### config.mk
export PLATFORM = sky130hd
export DESIGN_NAME = redun_port_sel
export DESIGN_NICKNAME = d
export VERILOG_FILES = /design/src/rtl/redun_port_sel.sv
export SDC_FILE = /design/constraint.sdc
export NUM_CORES = 1
export LEC_CHECK = 0
export CORE_UTILIZATION = 44
export DETAILED_ROUTE_END_ITERATION = 10
export GPL_ROUTABILITY_DRIVEN = 0
export PLACE_DENSITY = 0.75
export RECOVER_POWER = 50
export SYNTH_ARGS = -nofsm -noshare
export SYNTH_HDL_FRONTEND = slang
export SYNTH_SLANG_ARGS = --single-unit
### constraint.sdc
create_clock -name clk -period 1.7 [get_ports clk]
set_input_delay 0.255 -clock clk [delete_from_list [all_inputs] [get_ports clk]]
set_output_delay 0.255 -clock clk [all_outputs]
set_load 0.02 [all_outputs]
### src/rtl/redun_port_sel.sv
// redun_port_sel
//
// Purpose:
//   N-channel redundant downstream-to-upstream byte-stream selector. It picks
//   one of N_CH GMII-style streams and forwards it, registered, to the
//   upstream tx path. A switch happens only on a frame boundary. Failover is
//   either manual (MCU GPIO) or automatic (link driven). A holdoff stops link
//   flaps from thrashing the choice of channel.
//
// Parameters:
//   N_CH            number of redundant channels (2..8)
//   DATA_W          data width per channel
//   HOLDOFF_CYCLES  minimum number of cycles between two switches (0 = none)
//   SEL_W           channel index width, derived from N_CH (keep the default)
//
// Ports:
//   clk           single rising-edge clock
//   rst           synchronous reset, active-high
//   link          per-channel link-up status
//   auto_en       1 = automatic failover, 0 = manual selection
//   manual_sel    requested channel in manual mode (values >= N_CH are ignored)
//   rx_data       channel k sits at [k*DATA_W +: DATA_W]
//   rx_dv, rx_er  per-channel data valid / error
//   tx_data       selected data, registered
//   tx_en         selected data valid, registered
//   tx_er         selected error, registered (forced high on a poisoned frame)
//   sel           channel currently forwarded
//   switch_pulse  one-cycle strobe in the first cycle that sel holds a new value
//
// Optional feature, macro REDUN_SEL_STATS_EN:
//   Adds the outputs failover_cnt[15:0] and poison_cnt[15:0].
//   failover_cnt counts channel switches made in automatic mode.
//   poison_cnt counts frames poisoned by a mid-frame link loss.
//   Both saturate at 16'hFFFF and clear on rst.
module redun_port_sel #(
  parameter int N_CH           = 2,
  parameter int DATA_W         = 8,
  parameter int HOLDOFF_CYCLES = 125000,
  parameter int SEL_W          = (N_CH > 1) ? $clog2(N_CH) : 1
) (
  input  logic                   clk,
  input  logic                   rst,
  input  logic [N_CH-1:0]        link,
  input  logic                   auto_en,
  input  logic [SEL_W-1:0]       manual_sel,
  input  logic [N_CH*DATA_W-1:0] rx_data,
  input  logic [N_CH-1:0]        rx_dv,
  input  logic [N_CH-1:0]        rx_er,
  output logic [DATA_W-1:0]      tx_data,
  output logic                   tx_en,
  output logic                   tx_er,
  output logic [SEL_W-1:0]       sel,
  output logic                   switch_pulse
`ifdef REDUN_SEL_STATS_EN
  ,
  output logic [15:0]            failover_cnt,
  output logic [15:0]            poison_cnt
`endif
);

  localparam int CNT_W = (HOLDOFF_CYCLES > 0) ? $clog2(HOLDOFF_CYCLES + 1) : 1;
  localparam logic [CNT_W-1:0] HOLDOFF_LOAD = CNT_W'(HOLDOFF_CYCLES);

  typedef enum logic {FWD, PEND} state_t;

  state_t            state_q;
  state_t            state_d;
  logic [CNT_W-1:0]  hold_cnt;
  logic [N_CH-1:0]   link_prev;
  logic              squelch;
  logic [SEL_W-1:0]  target;
  logic [SEL_W-1:0]  cand;
  logic              found;
  logic [DATA_W-1:0] cur_data;
  logic              cur_dv;
  logic              cur_er;
  logic              poison_now;
  logic              do_switch;

  // Byte lane of the currently selected channel.
  always_comb begin
    cur_data = '0;
    for (int k = 0; k < N_CH; k++) begin
      if (sel == SEL_W'(k)) cur_data = rx_data[k*DATA_W +: DATA_W];
    end
  end

  assign cur_dv = rx_dv[sel];
  assign cur_er = rx_er[sel];

  // A link that drops while the selected channel is inside a frame poisons
  // that frame once. The rest of the frame is then squelched.
  assign poison_now = cur_dv & link_prev[sel] & ~link[sel] & ~squelch;

  // Channel we would like to forward. In automatic mode the current channel
  // is kept while its link is up. Otherwise the search runs round-robin,
  // starting after sel. If no link is up, the choice stays where it is.
  always_comb begin
    target = sel;
    found  = 1'b0;
    cand   = '0;
    if (!auto_en) begin
      if (int'(manual_sel) < N_CH) target = manual_sel;
    end else if (!link[sel]) begin
      for (int i = 1; i < N_CH; i++) begin
        cand = SEL_W'((int'(sel) + i) % N_CH);
        if (!found && link[cand]) begin
          target = cand;
          found  = 1'b1;
        end
      end
    end
  end

  // Switch decision. A pending switch waits until both the old channel and
  // the new channel are idle in the same cycle. This means the output never
  // begins mid-frame, and a frame already running on the new channel is
  // dropped.
  always_comb begin
    state_d   = state_q;
    do_switch = 1'b0;
    case (state_q)
      FWD: begin
        if (target != sel && hold_cnt == '0) state_d = PEND;
      end
      PEND: begin
        if (target == sel) begin
          state_d = FWD;
        end else if (!cur_dv && !rx_dv[target]) begin
          do_switch = 1'b1;
          state_d   = FWD;
        end
      end
      default: state_d = FWD;
    endcase
  end

  // Selection state, switch strobe and holdoff counter.
  always_ff @(posedge clk) begin
    if (rst) begin
      state_q      <= FWD;
      sel          <= '0;
      switch_pulse <= 1'b0;
      hold_cnt     <= '0;
    end else begin
      state_q      <= state_d;
      switch_pulse <= do_switch;
      if (do_switch) begin
        sel      <= target;
        hold_cnt <= HOLDOFF_LOAD;
      end else if (hold_cnt != '0) begin
        hold_cnt <= hold_cnt - CNT_W'(1);
      end
    end
  end

  // Registered tx path. A poisoned slot carries en=1, er=1 and zero data.
  // The slots after it stay idle until the selected dv falls.
  always_ff @(posedge clk) begin
    if (rst) begin
      tx_data   <= '0;
      tx_en     <= 1'b0;
      tx_er     <= 1'b0;
      squelch   <= 1'b0;
      link_prev <= '0;
    end else begin
      link_prev <= link;
      if (poison_now) begin
        tx_data <= '0;
        tx_en   <= 1'b1;
        tx_er   <= 1'b1;
        squelch <= 1'b1;
      end else if (squelch) begin
        tx_data <= '0;
        tx_en   <= 1'b0;
        tx_er   <= 1'b0;
        if (!cur_dv) squelch <= 1'b0;
      end else begin
        tx_data <= cur_data;
        tx_en   <= cur_dv;
        tx_er   <= cur_er;
      end
    end
  end

`ifdef REDUN_SEL_STATS_EN
  // Saturating event counters.
  always_ff @(posedge clk) begin
    if (rst) begin
      failover_cnt <= '0;
      poison_cnt   <= '0;
    end else begin
      if (do_switch && auto_en && failover_cnt != 16'hFFFF)
        failover_cnt <= failover_cnt + 16'd1;
      if (poison_now && poison_cnt != 16'hFFFF)
        poison_cnt <= poison_cnt + 16'd1;
    end
  end
`endif

endmodule

* Word-level counts from Yosys, hierarchy flattened
Cells that the tools add are included.
** Storage, ports and cells
- ROM bits :: 0
- Output and inout bits :: 12
- Bits in latches :: 0
- Memories kept :: 0
- RAM bits :: 0
- Flip-flop bits (word level) :: 33
** Operators by class
- Shift-type cells :: 0
- Multipliers :: 0
- Add/sub/neg operators :: 2
- Eq/ne operators :: 2
- Mux-type cells :: 32
- Divide/modulo/power cells :: 0
- Bitwise logic cells :: 6
- Reduce and logical (&&, ||, !) cells :: 9
- $lt $le $gt $ge :: 3
** Operators by type and width (count)
- $mux W17 :: 2
- $mux W1 :: 28
- $logic_not A17 Y1 :: 1
- $reduce_bool A17 Y1 :: 1
- $sub A17 B1 Y17 const B :: 1
- $mux W8 :: 1
- $lt A1 B2 Y1 const B :: 3
- $and A1 B1 Y1 :: 3
- $not A1 Y1 :: 3
- $reduce_or A3 Y1 :: 1
- $logic_and A1 B1 Y1 :: 2
- $logic_not A1 Y1 :: 2
- $pmux W1 S2 :: 1
- $reduce_bool A2 Y1 :: 1
- $reduce_or A2 Y1 :: 1
- $add A1 B1 Y1 const B :: 1
- $eq A1 B1 Y1 :: 1
- $ne A1 B1 Y1 :: 1

* Logic depth before layout (Yosys ltp)
- Depth after elaboration :: 14
- Mapped depth :: 7
- Gate-level depth less buffers :: 6

* Worst setup path before layout
Ideal clock, no wire load.
- Path type :: register -> register
- Start point :: register hold_cnt[8]
- End point :: register hold_cnt[13]
- Arrival :: 1.727 ns
- Path slack :: -0.102 ns
- Stages on the path, launching flop included :: 6
- Period minus slack after synthesis :: 1.802 ns
- Path buffers :: 1
- Cell sequence :: dfxtp_1 > or4_4 > buf_6 > a211o_1 > or3_1 > a31oi_1
** On the way
- Cells in the longest elaborated chain, start to end :: 3
- Elaborated cells between the ends (all ways) :: 5
- Those cells by class :: add/sub: 1; mux: 2; reduce/logical: 2
** RTL lines
- start: declaration :: line 68 : logic [CNT_W-1:0] hold_cnt;
- start signal: assignment :: line 152 : hold_cnt <= hold_cnt - CNT_W'(1);
- $sub A17 B1 Y17 :: line 152
- $mux W17 :: line 151 : end else if (hold_cnt != '0) begin
- $mux W17 :: line 148 : if (do_switch) begin
Parallel ways exist; a longest one is shown, timed or not. The select of a mux whose other input is x is not followed.
A chain may end at the register's enable or synchronous reset.

* Final worst setup path
- Start point :: register hold_cnt[10]
- End point :: register hold_cnt[13]
Same word-level chain as after synthesis.

==> run summary <==
The flow ran to the end, but the final reports show violations. The checks that failed: negative setup slack. The effective utilization at floorplan is 46.2%.

The critical path is of the reg2reg type. Counting distinct cell types in the post-synthesis netlist gives 42. The combined global-route utilization of all metal layers is 23.1%. The number of sinks handled by clock tree synthesis came out at 33. From synthesis to final layout, the design area changed by 54.9%. After clock tree synthesis, the clock-pin slew on the worst setup and hold paths is approximately 110 ps. Timing would allow up to 577 MHz. Setup repair after global routing could not meet its margin everywhere.

Each instance of the synthesized netlist takes up on average 8.90 um2. The hold violation count in the final report is 0. In this run the critical register-to-register path is captured at hold_cnt[13]$_SDFFE_PP0P_. The leakage power figure came out at 0.000945 uW. The floorplan step defined a die boundary enclosing 3740 um2. Dividing the final minimum period by the clock period gives 102%. The share of the Yosys chip area taken by registers is between 40% and 50%. The number of global-route vias before repair is ~1.5k. The average wire per cell in the routed design is 13.9 um. The finished layout holds 295 standard cells, fillers aside. The headroom to the max-slew limit is roughly two thirds. In this run the critical register-to-register path is launched from hold_cnt[10]$_SDFFE_PP0P_. The ratio of cells with drive above 1 in the final layout came out at 29.7%. The count of input and output buffers came out at 37. Across all setup checks in the final design, the least slack found is -34.2 ps.

The data required time of the critical path came out at 1970 ps. The count of pins on the block boundary is 38. The cell area after placement came out at 2220 um2. In this run the standard cell core region covers 3340 um2. The CTS root buffer is sky130_fd_sc_hd__clkbuf_4. The internal power came out at 2440 uW. The final design instance area without fill is around 2400 um2. The cell count after synthesis came out at 173.

The leftover overflow at the end of global routing came out at 0. The die span in x came out at 61.2 um. The first global-routing pass estimated 6330 um of wire. The min-delay analysis places its worst path in the category reg2reg. The via density per instance is 5.58.

The remaining antenna violation count came out at 0. Counting instances, the worst hold path has a depth of 1. Counting tap cells, the placed design contains a total of 285 instances.

The maximum root-to-sink buffer count came out at 2. The actual slew at the worst max-slew pin came out at about 510 ps. The library cells used most frequently in the layout, excluding fill and tap cells, are sky130_fd_sc_hd__buf_4 (37), sky130_fd_sc_hd__clkdlybuf4s50_1 (33), sky130_fd_sc_hd__dfxtp_1 (27), sky130_fd_sc_hd__nor2_1 (23), sky130_fd_sc_hd__mux2i_1 (11). The setup slack after placement came out at -210 ps. The repair_antennas step left the layout with diodes totalling 0. Leaving out fill and tap cells, the most frequent cell in the layout is sky130_fd_sc_hd__buf_4.

The clock reaches the later pin of the worst-skew pair after ~340 ps. The worst-case IR drop observed on VDD is 668 uV. In this run, the combinational gates consume between 60% and 70% of the power.

The synthesized netlist net count is 200. The flip-flop and latch count after synthesis is 33. The share of async-settable or async-resettable flops after synthesis is 0%.

Setup violations remaining at the end of the flow were counted as 3. The final critical path time including I/O delays and setup is 1730 ps. The count of final max-slew check failures was 0. In this run the number of H-tree levels came out at 2.

The maximum number of pins on one net before global-route repair is 16. The number of synthesized flops with an enable pin came out at 0. The portion of total power attributed to the clock network is 11.5%. The flop-to-flop setup slack is -30 ps. The start point of the critical path is hold_cnt[10]$_SDFFE_PP0P_.

The pre-antenna-repair detailed-routing pass consisted of 5 iterations. The number of antenna violations at the first check in global routing is 0. The synthesized netlist occupies a cell area of 1540 um2. The net total in the final layout is 276. The part of the power in registers came out at between 20% and 30%.

The startpoint identified for the worst hold timing path is squelch$_SDFF_PP0_. STA classifies the critical path startpoint as a register. The violation count after the first detailed-route iteration is approximately 110.

Buffers inserted during clock tree synthesis total 5. The number of remaining DRC errors came out at 0. The worst hold path terminates at tx_en$_SDFF_PP0_. TritonCTS built the clock tree. The standard-cell row count came out at 21. The vias after detailed routing came out at 1,645. The fraction of power spent switching nets is 38.7%. The number of warnings issued by yosys came out at 0. For this design the ratio of total power to cell area is ~1700 nW/um2.

The critical-path maximum fanout came out at 5. Counting cells, the worst reg-to-reg path comes to 4. The data arrival time of the critical path is 2000 ps. The switching power came out at approximately 1500 uW. STA classifies the critical path endpoint as a register. The reported max-cap violation count is 0. The post-detailed-routing wire length is 4100 um. Detailed placement finished with a half-perimeter wire length of approximately 3000 um. The vertical extent of the die is between 60 and 70 um.

The prevailing post-synth register cell is sky130_fd_sc_hd__dfxtp_1. The clock arrives with 11.1 ps of skew.
critical path, cell delays in order (launching register included):
cell and delay (ps):
sky130_fd_sc_hd__dfxtp_2 330, sky130_fd_sc_hd__or4_4 580, sky130_fd_sc_hd__a211o_1 300, sky130_fd_sc_hd__or3_1 320, sky130_fd_sc_hd__a31oi_1 120
routing by layer:
| layer | part of all wire, % | track usage [%] | vias up |
|---|---|---|---|
| met1 | 42 | 26.8 | 778 |
| met2 | 51 | 39.6 | 52 |
| met4 | 1.5 | 11.0 | 0 |
| met3 | 5.7 | 6.09 | 7 |
| met5 | 0 | 0 | - |
| li1 | - | - | 808 |
Yosys cell counts, types with 2 or more instances:
cell type / number / area, um2
sky130_fd_sc_hd__or2_2: 2 / 12.5
sky130_fd_sc_hd__clkbuf_1: 6 / 22.5
sky130_fd_sc_hd__nor2b_1: 3 / 18.8
sky130_fd_sc_hd__dfxtp_1: 33 / 661
sky130_fd_sc_hd__inv_1: 6 / 22.5
sky130_fd_sc_hd__a2111oi_0: 2 / 17.5
sky130_fd_sc_hd__nor2_1: 23 / 86.3
sky130_fd_sc_hd__nor3_1: 6 / 30.0
sky130_fd_sc_hd__a311oi_1: 2 / 17.5
sky130_fd_sc_hd__or4_1: 6 / 45.0
sky130_fd_sc_hd__o21ai_0: 8 / 40.0
sky130_fd_sc_hd__nand2_1: 6 / 22.5
sky130_fd_sc_hd__a31oi_1: 5 / 31.3
sky130_fd_sc_hd__a21oi_1: 10 / 50.1
sky130_fd_sc_hd__nor3b_1: 2 / 15.0
sky130_fd_sc_hd__and3b_1: 2 / 17.5
sky130_fd_sc_hd__mux2i_1: 11 / 110
sky130_fd_sc_hd__nand4_1: 2 / 12.5
sky130_fd_sc_hd__o211ai_1: 2 / 15.0
sky130_fd_sc_hd__nor4_1: 3 / 18.8
sky130_fd_sc_hd__o41ai_1: 5 / 43.8
sky130_fd_sc_hd__o31ai_1: 2 / 15.0
sky130_fd_sc_hd__nor4_2: 2 / 25.0
sky130_fd_sc_hd__or3_1: 6 / 37.5
metrics by stage:
step	util (%)	TNS [ps]	total power, uW	hold WS [ps]
3_5_place_dp	66.6	-3070	3140	476
2_1_floorplan	-	-22.5	2230	370
5_1_grt	71.5	-573	4220	518
4_1_cts	70.3	-191	3800	490
6_report	71.5	-73.4	3980	494
3_3_place_gp	66.6	-2330	3050	467
flip-flops by register name (all words and copies together) (netlist names):
name          cells
hold_cnt         17
tx_data           8
link_prev         2
sel               1
squelch           1
state_q           1
switch_pulse      1
tx_en             1
tx_er             1
power by group through the flow:
stage                     clock [uW]  sequential [uW]  combinational, uW
after global routing             496             1160               2570
after global placement             0             1100               1960
after detailed placement           0             1110               2020
after CTS                        462             1110               2230
final                            456             1130               2390
after floorplan                    0             1130               1100
kinds of logic (layout without fill, tap and decap cells):
family / after synthesis / in the layout / share of synthesized area [%]
DFF: 33 / 33 / 42.9
adders and majority gates: 1 / 1 / 0.812
xor gates and xnor gates: 1 / 1 / 0.569
muxes: 11 / 11 / 7.15
buffers and inverters: 14 / 90 / 3.90
AOI/OAI and AO/OA: 42 / 42 / 18.0
and+or+nand+nor: 71 / 71 / 26.6
how the worst max path moves through the flow:
stage / endpoint / slack [ps] / cells past startpoint
2_1_floorplan: hold_cnt[13]$_SDFFE_PP0P_ / -20 / 5
3_3_place_gp: hold_cnt[15]$_SDFFE_PP0P_ / -170 / 6
5_1_grt: hold_cnt[13]$_SDFFE_PP0P_ / -100 / 4
4_1_cts: hold_cnt[13]$_SDFFE_PP0P_ / -70 / 4
6_report: hold_cnt[13]$_SDFFE_PP0P_ / -30 / 4
3_5_place_dp: hold_cnt[11]$_SDFFE_PP0P_ / -210 / 6
repair_timing:
item,4_1_cts,5_1_grt
buffers inserted,2,1
pin swaps,7,9
endpoints found under the setup margin,13,15
resized for setup,9,14
hold buffers,0,0
area by class of cell:
class,count,area (um2)
fillers,250,951
multi-input cells,126,913
repair buffers,77,669
flip-flops and latches,33,668
well taps,46,57.6
clock buffers,7,55.1
inverters,6,22.5
(Power assumes the default switching activity.)
